[src/rtl/hazard_stall_unit_pkg.sv]
// Shared types and helpers for the hazard/stall control block.
package hazard_stall_unit_pkg;

    localparam int NB_HZ_STATE = 2;

    typedef enum logic [NB_HZ_STATE-1:0] {
        HZ_STATE_RUN    = 2'd0,
        HZ_STATE_STALL  = 2'd1,
        HZ_STATE_DRAIN  = 2'd2,
        HZ_STATE_HALTED = 2'd3
    } hz_state_e;

    // Bits needed to hold any value in 0..max_val (at least one bit).
    function automatic int cnt_width(input int max_val);
        return (max_val < 2) ? 1 : $clog2(max_val + 1);
    endfunction

    function automatic int max2(input int a, input int b);
        return (a > b) ? a : b;
    endfunction

endpackage

[src/rtl/hazard_sat_counter.sv]
// Enabled up-counter that sticks at all-ones instead of wrapping.
module hazard_sat_counter
    import hazard_stall_unit_pkg::*;
#(
    parameter int NB = 32
) (
    input  logic          clock,
    input  logic          reset,
    input  logic          inc,
    output logic [NB-1:0] count
);

    // Count enabled events, synchronous reset, saturate at all-ones.
    always_ff @(posedge clock) begin
        // NOTE: state registers use non-blocking assignment so every flop
        // samples its inputs from before the edge, independent of block order.
        if (reset) begin
            count <= '0;
        end else if (inc && (count != '1)) begin
            count <= count + NB'(1);
        end
    end

endmodule

[src/rtl/hazard_stall_unit.sv]
// Load-use stall, taken-branch flush and HALT drain control for the
// decode stage; the cases ALU forwarding from EX/MEM cannot resolve.
module hazard_stall_unit
    import hazard_stall_unit_pkg::*;
#(
    parameter int N_REG            = 32,
    parameter int _NB_INDEX_REG    = $clog2(N_REG),
    parameter int LOAD_USE_BUBBLES = 1,
    parameter int PIPE_DRAIN       = 3,
    parameter int NB_STALL_CNT     = 32
) (
    input  logic                     i_clock,
    input  logic                     i_reset,
    input  logic                     i_enable,
    input  logic                     i_exe_memctl_read,
    input  logic [_NB_INDEX_REG-1:0] i_exe_regdest,
    input  logic [_NB_INDEX_REG-1:0] i_dec_indexRS,
    input  logic [_NB_INDEX_REG-1:0] i_dec_indexRT,
    input  logic                     i_dec_use_rs,
    input  logic                     i_dec_use_rt,
    input  logic                     i_dec_branch_taken,
    input  logic                     i_dec_halt,
    output logic                     o_pc_write,
    output logic                     o_ifid_write,
    output logic                     o_ifid_flush,
    output logic                     o_idex_bubble,
    output logic                     o_halted,
    output logic [NB_STALL_CNT-1:0]  o_stall_count
);

    localparam int NB_CNT = cnt_width(max2(LOAD_USE_BUBBLES, PIPE_DRAIN));
    localparam logic [NB_CNT-1:0] STALL_INIT = NB_CNT'(LOAD_USE_BUBBLES - 1);
    localparam logic [NB_CNT-1:0] DRAIN_INIT = NB_CNT'(PIPE_DRAIN - 1);
    localparam logic [NB_CNT-1:0] CNT_ONE    = NB_CNT'(1);

    hz_state_e         state, next_state;
    logic [NB_CNT-1:0] cnt, next_cnt;
    logic              hz;

    // Load in EX feeding a register that the instruction in decode reads.
    // R0 is hardwired to zero, so a load "into" it never blocks anything.
    assign hz = i_exe_memctl_read
              && (i_exe_regdest != '0)
              && ((i_dec_use_rs && (i_dec_indexRS == i_exe_regdest))
               || (i_dec_use_rt && (i_dec_indexRT == i_exe_regdest)));

    // Output decode and next-state selection; zero-latency control.
    always_comb begin
        // NOTE: every signal gets a default first, so no path through the
        // case statement can leave one unassigned and infer a latch.
        o_pc_write    = 1'b1;
        o_ifid_write  = 1'b1;
        o_ifid_flush  = 1'b0;
        o_idex_bubble = 1'b0;
        next_state    = state;
        next_cnt      = cnt;

        if (!i_enable) begin
            o_pc_write   = 1'b0;
            o_ifid_write = 1'b0;
        end else begin
            unique case (state)
                HZ_STATE_RUN: begin
                    if (hz) begin
                        // The hazard cycle is itself the first bubble; a
                        // pending branch is re-evaluated once decode resumes.
                        o_pc_write    = 1'b0;
                        o_ifid_write  = 1'b0;
                        o_idex_bubble = 1'b1;
                        if (LOAD_USE_BUBBLES > 1) begin
                            next_state = HZ_STATE_STALL;
                            next_cnt   = STALL_INIT;
                        end
                    end else if (i_dec_halt) begin
                        // HALT itself moves on to EX; fetch freezes behind it.
                        o_pc_write   = 1'b0;
                        o_ifid_write = 1'b0;
                        next_state   = HZ_STATE_DRAIN;
                        next_cnt     = DRAIN_INIT;
                    end else if (i_dec_branch_taken) begin
                        o_ifid_flush = 1'b1;
                    end
                end

                HZ_STATE_STALL: begin
                    // cnt holds the bubbles still owed, this one included,
                    // so the hazard totals exactly LOAD_USE_BUBBLES bubbles.
                    o_pc_write    = 1'b0;
                    o_ifid_write  = 1'b0;
                    o_idex_bubble = 1'b1;
                    if (cnt <= CNT_ONE) begin
                        next_state = HZ_STATE_RUN;
                        next_cnt   = '0;
                    end else begin
                        next_cnt = cnt - CNT_ONE;
                    end
                end

                HZ_STATE_DRAIN: begin
                    // Counts PIPE_DRAIN-1 down to 0: PIPE_DRAIN bubble cycles
                    // while HALT retires through EX, MEM and WB.
                    o_pc_write    = 1'b0;
                    o_ifid_write  = 1'b0;
                    o_idex_bubble = 1'b1;
                    if (cnt == '0) begin
                        next_state = HZ_STATE_HALTED;
                    end else begin
                        next_cnt = cnt - CNT_ONE;
                    end
                end

                HZ_STATE_HALTED: begin
                    o_pc_write    = 1'b0;
                    o_ifid_write  = 1'b0;
                    o_idex_bubble = 1'b1;
                end
            endcase
        end
    end

    // State and down-counter; when disabled the next values equal the
    // current ones, so the whole controller freezes.
    always_ff @(posedge i_clock) begin
        if (i_reset) begin
            state <= HZ_STATE_RUN;
            cnt   <= '0;
        end else begin
            state <= next_state;
            cnt   <= next_cnt;
        end
    end

    assign o_halted = (state == HZ_STATE_HALTED);

    // Debug counter of bubble cycles; the bubble is already low when disabled.
    hazard_sat_counter #(
        .NB (NB_STALL_CNT)
    ) u_stall_cnt (
        .clock (i_clock),
        .reset (i_reset),
        .inc   (i_enable && o_idex_bubble),
        .count (o_stall_count)
    );

endmodule

[config.mk]
export PLATFORM = sky130hd
export DESIGN_NAME = hazard_stall_unit
export DESIGN_NICKNAME = d
export VERILOG_FILES = /design/src/rtl/hazard_stall_unit_pkg.sv /design/src/rtl/hazard_sat_counter.sv /design/src/rtl/hazard_stall_unit.sv
export SDC_FILE = /design/constraint.sdc
export NUM_CORES = 1
export LEC_CHECK = 0
export ABC_CLOCK_PERIOD_IN_PS = 6100
export CAP_MARGIN = 25
export CORE_UTILIZATION = 50
export CTS_BUF_LIST = sky130_fd_sc_hd__clkbuf_4 sky130_fd_sc_hd__clkbuf_8 sky130_fd_sc_hd__clkbuf_16
export CTS_CLUSTER_DIAMETER = 200
export DETAILED_ROUTE_END_ITERATION = 8
export DONT_BUFFER_PORTS = 1
export PLACE_DENSITY_LB_ADDON = 0.1
export SLEW_MARGIN = 5
export SYNTH_ARGS = -nofsm -noshare
export SYNTH_HDL_FRONTEND = slang
export SYNTH_HIERARCHICAL = 1
export SYNTH_SLANG_ARGS = --single-unit
[constraint.sdc]
create_clock -name i_clock -period 6.1 [get_ports i_clock]
set_input_delay 1.83 -clock i_clock [delete_from_list [all_inputs] [get_ports i_clock]]
set_output_delay 1.83 -clock i_clock [all_outputs]
set_load 0.01 [all_outputs]
# Word level (Yosys, flattened, before mapping)
# Index checks and enable logic that the tools add are counted.
dict set report op_classes {
  addsub 2
  n_lt_le_gt_ge 1
  eq_ne 11
  n_mux 20
  reduce_logical 14
}
# op n
set ops {}
lappend ops {{adder 32 x 1 -> 32 bit, second input constant} 1}
lappend ops {{inequality test 32 bit, second input constant} 1}
lappend ops {{2-to-1 mux 2 bit} 6}
lappend ops {{case mux 2 bit (3 select lines)} 2}
lappend ops {{equality test 5 bit} 2}
lappend ops {{2-to-1 mux 1 bit} 10}
lappend ops {{inequality test 2 bit, second input constant} 5}
lappend ops {{logical AND 1 bit} 6}
lappend ops {{AND reduction 6 bit} 1}
lappend ops {{AND reduction 5 bit} 1}
lappend ops {{nonzero test 5 bit} 1}
lappend ops {{equality test 2 bit, second input constant} 2}
lappend ops {{logical NOT 2 bit} 2}
lappend ops {{case mux 1 bit (2 select lines)} 2}
lappend ops {{nonzero test 3 bit} 1}
lappend ops {{OR reduction 3 bit} 1}
lappend ops {{equality test 2 x 1 -> 1 bit, second input constant} 1}
lappend ops {{<= comparator 2 x 1 -> 1 bit, second input constant} 1}
lappend ops {{subtractor 2 x 1 -> 2 bit, second input constant} 1}
lappend ops {{logical OR 1 bit} 1}
dict set report word_totals {
  reg_bits 36
  input_bits 23
  output_inout_bits 37
}

# Longest topological paths before layout
dict set report depth {
  ltp_word 9
  ltp_mapped 10
  ltp_nobuf 10
}

# Hierarchy
# Netlist, hierarchy kept.
# module n_inst cells_per_inst area_per_inst_um2 seq_area_each_um2
set by_module_without_submodules {}
lappend by_module_without_submodules {hazard_sat_counter 1 199 1674.1 640.6}
lappend by_module_without_submodules {hazard_stall_unit 1 73 584.3 80.1}

# Worst setup path before layout
# OpenSTA, ideal clock, no wires.
dict set report synth_timing {
  kind {in2out}
  start {in i_exe_regdest[1]}
  end {out o_pc_write}
  arrival_ps 3257
  required_time_ps 4270
  path_slack_ps 1013
  cell_stages 6
  cell_sequence {or4_4 > o21a_1 > or2b_1 > nand2_1 > nor3_1 > buf_4}
}
dict set report synth_via {
  elab_chain_cells 7
  word_cells_on_any_way 11
  cone_classes {eq/ne (2); mux (3); reduce/logical (6)}
}
# item line
set synth_lines {}
lappend synth_lines {{start, declared} hazard_stall_unit.sv:16} ;# input logic [_NB_INDEX_REG-1:0] i_exe_regdest,
lappend synth_lines {{equality test 5 bit (on tied branches)} {hazard_stall_unit.sv:44, hazard_stall_unit.sv:45}}
lappend synth_lines {{logical AND 1 bit (on tied branches)} {hazard_stall_unit.sv:44, hazard_stall_unit.sv:45}}
lappend synth_lines {{logical OR 1 bit} hazard_stall_unit.sv:45} ;# || (i_dec_use_rt && (i_dec_indexRT == i_exe_regdest)));
lappend synth_lines {{logical AND 1 bit (*)} hazard_stall_unit.sv:44} ;# && ((i_dec_use_rs && (i_dec_indexRS == i_exe_regdest))
lappend synth_lines {{2-to-1 mux 1 bit (*)} n/a}
lappend synth_lines {{case mux 1 bit (2 select lines) (*)} n/a}
lappend synth_lines {{2-to-1 mux 1 bit (*)} n/a}
lappend synth_lines {{end, declared} hazard_stall_unit.sv:23} ;# output logic o_pc_write,
# Every way passes the cells marked *; elsewhere a longest branch is shown, timed or not.

# Worst setup path in the final report
# Same ends and word-level chain as after synthesis.

==> reports/qor.yml <==
holdBufCountCts: 0
route.antenna.remaining_nets: 0
drv.max_cap_violation_count: 0
fp.dieH_um: 69.2
final_util_pct: 55.0
design.die.area_mm2: 0.00479
cts_buf_count: 5
nets: 303
drc: 0
floorplan.io_pins: 60
ys_async_sr_fraction_pct: 0
timing.critical_path.buf_inv: 0
finalClockSkew_ns: 0.00483
grt_pass1_vias: 1819
synth.lib_cells_used.distinct: 51
gr_usage_total_pct: 21.7
regToRegSetupSlack_ns: 3.21
syn-cell-area_mm2: 0.00226
crit_path_start_kind: "primary input"
final_max_slew_viol_count: 0
setup_violations: 0
finalCriticalPeriod_ns: 5.08
timing.fmax_mhz: 197
insertion_delay_ns: 0.29
reg2regPathDepth: 6
reg2reg_from: "u_stall_cnt/count[21]"
yosysWarningCount: 6
routed_wirelength_um: 5060
cp_data_arrival_time_ns: 3.25
critPathRequiredTime_ns: 4.27
tightest_slew_ns: 0.814
die-width_um: 69.2
place.gp.congestion: 0.772
setup_total_negative_slack_ns: 0
max_stage_delay_ns: 0.51
timing.critical_path.cells: "or4_4 > o21a_1 > or2b_1 > nand2_1 > nor3_1"
min-delay-start: "u_stall_cnt/count[23]"
critical_path.top_delay_family: "simple AND/OR/NAND/NOR gates"
dp_hpwl_um: 3570
grt_first_pass_wirelength_um: 8560
synth_top_flop_cell: "dfxtp_1"
timing_hold_violations_final: 0
place_worst_setup_slack_ns: 1.02
grt_setup_unrepaired: "false"
cts.sink_count: 36
max-slew-margin-rel_pct: 45.3
drive_gt1_share_pct: 8.89
finalWorstSetupSlack_ns: 1.02
core_mm2: 0.00435
clk_pin_slew_worst_paths_ns: 0.07
power_density_mw_per_mm2: 199
number_of_enable_flip_flop_cells_after_synthesis: 0
cts.repair_timing.setup_buffer_count: 0
port-buffer-count: 0
clock_path_buffers: 2
worst_ir_drop_vdd_v: 0.000148
endpoint_kind: "output pin"
drt_iter0_markers: 140
num_vias: 2006
worst_hold_path.endpoint: "u_stall_cnt/count[23]"
area.growth.synth_to_final_pct: 6.09
cts.repair.resized: 0
tritoncts: "done"
hold_slack_ns: 0.532
hold_path_class: "flop to flop"
synth.ff_latch_count: 36
power_leakage_nw: 0.749
cts_root_buf: "clkbuf_8"
post-route-period-util_pct: 83.3
crit-reg2reg-capture: "u_stall_cnt/count[21]"
postSynthNetCount: 305
rows: 24
start_util_pct: 51.9
criticalPathCategory: "primary input to output pin"
wl_per_cell_um: 15.7
synthesis.instances: 272
status: "finished clean"
hold-path-cell-count: 2
detail_route.first_pass.iterations: 6
htree_num_levels: 2
timing.critical_path.slowest_stage_cell: "or4_4"
synth_sequential_area_ratio_pct: 31.9
routed_via_density: 6.23
worstPathMaxFanout: 3
grt_max_degree: 42
postSynthAreaPerCell_um2: 8.30
grt_antenna_before_repair: 0
antenna_cells_inserted: 0
remaining_global_route_overflow: 0
[worst max path at each step]
stage / startpoint / end / slack [ns] / cells after the start
final: i_exe_regdest[1] / o_pc_write / 1.02 / 5
after global routing: i_exe_regdest[1] / o_ifid_write / 0.94 / 5
after CTS: i_exe_regdest[1] / o_ifid_write / 1.01 / 5
after detailed placement: i_exe_regdest[1] / o_ifid_write / 1.02 / 5
after global placement: i_exe_regdest[1] / o_pc_write / 1.01 / 5
after floorplan: i_exe_regdest[1] / o_pc_write / 1.01 / 6
[final cells by class]
class                           instances  area, µm²
Clock buffer                            7       96.3
Fill cell                             417       1960
Inverter                               10       37.5
Multi-Input combinational cell        214       1450
Sequential cell                        36        721
Tap cell                               52       65.1
Timing Repair Buffer                    3       22.5
[tightest hold or removal path, cell delays in order (launching register included)]
cell and delay (ns):
dfxtp_1 0.36, o31ai_1 0.08, a21oi_1 0.06
[stage by stage]
| stage | cells | cell area (µm²) | total power, W |
|---|---|---|---|
| finish | 322 | 2400 | 0.000476 |
| detailed placement | 315 | 2300 | 0.000298 |
| global route | 322 | 2400 | 0.000497 |
| global placement | 315 | 2300 | 0.000297 |
| CTS | 322 | 2400 | 0.000481 |
| floorplan | 272 | 2260 | 0.000292 |
[registers in the layout (all words and copies together), names as in the netlist]
name	flops
u_stall_cnt/count	32
cnt	2
state	2
[per-layer routing]
metal | track usage (%) | share of wire, % | up-vias
met5 | 0 | 0 | -
met4 | 6.80 | 1.2 | 0
met3 | 5.23 | 5.6 | 8
met2 | 33.5 | 45 | 59
met1 | 29.9 | 48 | 933
li1 | - | - | 1006
[report_power, final]
group / total (W) / internal [W] / switching (W)
sequential: 0.000244 / 0.000239 / 0.00000543
combinational: 0.0000487 / 0.0000216 / 0.0000272
clock: 0.000183 / 0.000101 / 0.0000829
[synthesized netlist by cell type, drive strengths merged (2+ instances only)]
| master | n | area share (%) |
|---|---|---|
| a2111oi | 2 | 0.78 |
| a21oi | 25 | 5.7 |
| and2 | 3 | 0.83 |
| and3 | 5 | 1.6 |
| and4 | 4 | 1.6 |
| buf | 4 | 1.0 |
| clkbuf | 8 | 1.3 |
| dfxtp | 36 | 32 |
| ha | 10 | 5.5 |
| inv | 10 | 1.7 |
| mux2 | 3 | 1.5 |
| mux2i | 2 | 0.89 |
| nand2 | 18 | 3.0 |
| nand2b | 3 | 0.83 |
| nand3 | 17 | 4.0 |
| nand4 | 10 | 2.8 |
| nor2 | 17 | 2.8 |
| nor2b | 3 | 0.83 |
| nor3 | 3 | 0.66 |
| nor3b | 2 | 0.66 |
| nor4 | 8 | 3.0 |
| o21ai | 12 | 2.7 |
| o31ai | 12 | 4.0 |
| or3 | 11 | 3.3 |
| or4 | 13 | 4.5 |
| xnor2 | 8 | 3.1 |
| xor2 | 9 | 3.5 |
[cell families after synthesis]
family          after synthesis  share of synthesized area [%]
compound gates               62                           18.2
fa+ha+maj                    10                           5.54
xor+xnor                     17                           6.59
mux                           5                           2.38
simple gates                120                           31.4
buf+inv                      22                           3.99
flops                        36                           31.9
[placed cells by master (no fill, tap or decap), drive strengths merged, types with 2 or more instances in the layout]
master	synthesis	routed
clkbuf	8	7
and4	4	4
nor4	8	8
a2111oi	2	2
nand2	18	18
nor3b	2	2
and3	5	5
nor2	17	17
ha	10	10
dfxtp	36	36
or4	13	13
xor2	9	9
nor3	3	3
nor2b	3	3
xnor2	8	8
inv	10	10
nand3	17	17
nand4	10	10
or3	11	11
mux2	3	3
nand2b	3	3
o21ai	12	12
o31ai	12	12
a21oi	25	25
mux2i	2	2
and2	3	3
buf	4	3
(Power assumes the default switching activity.)
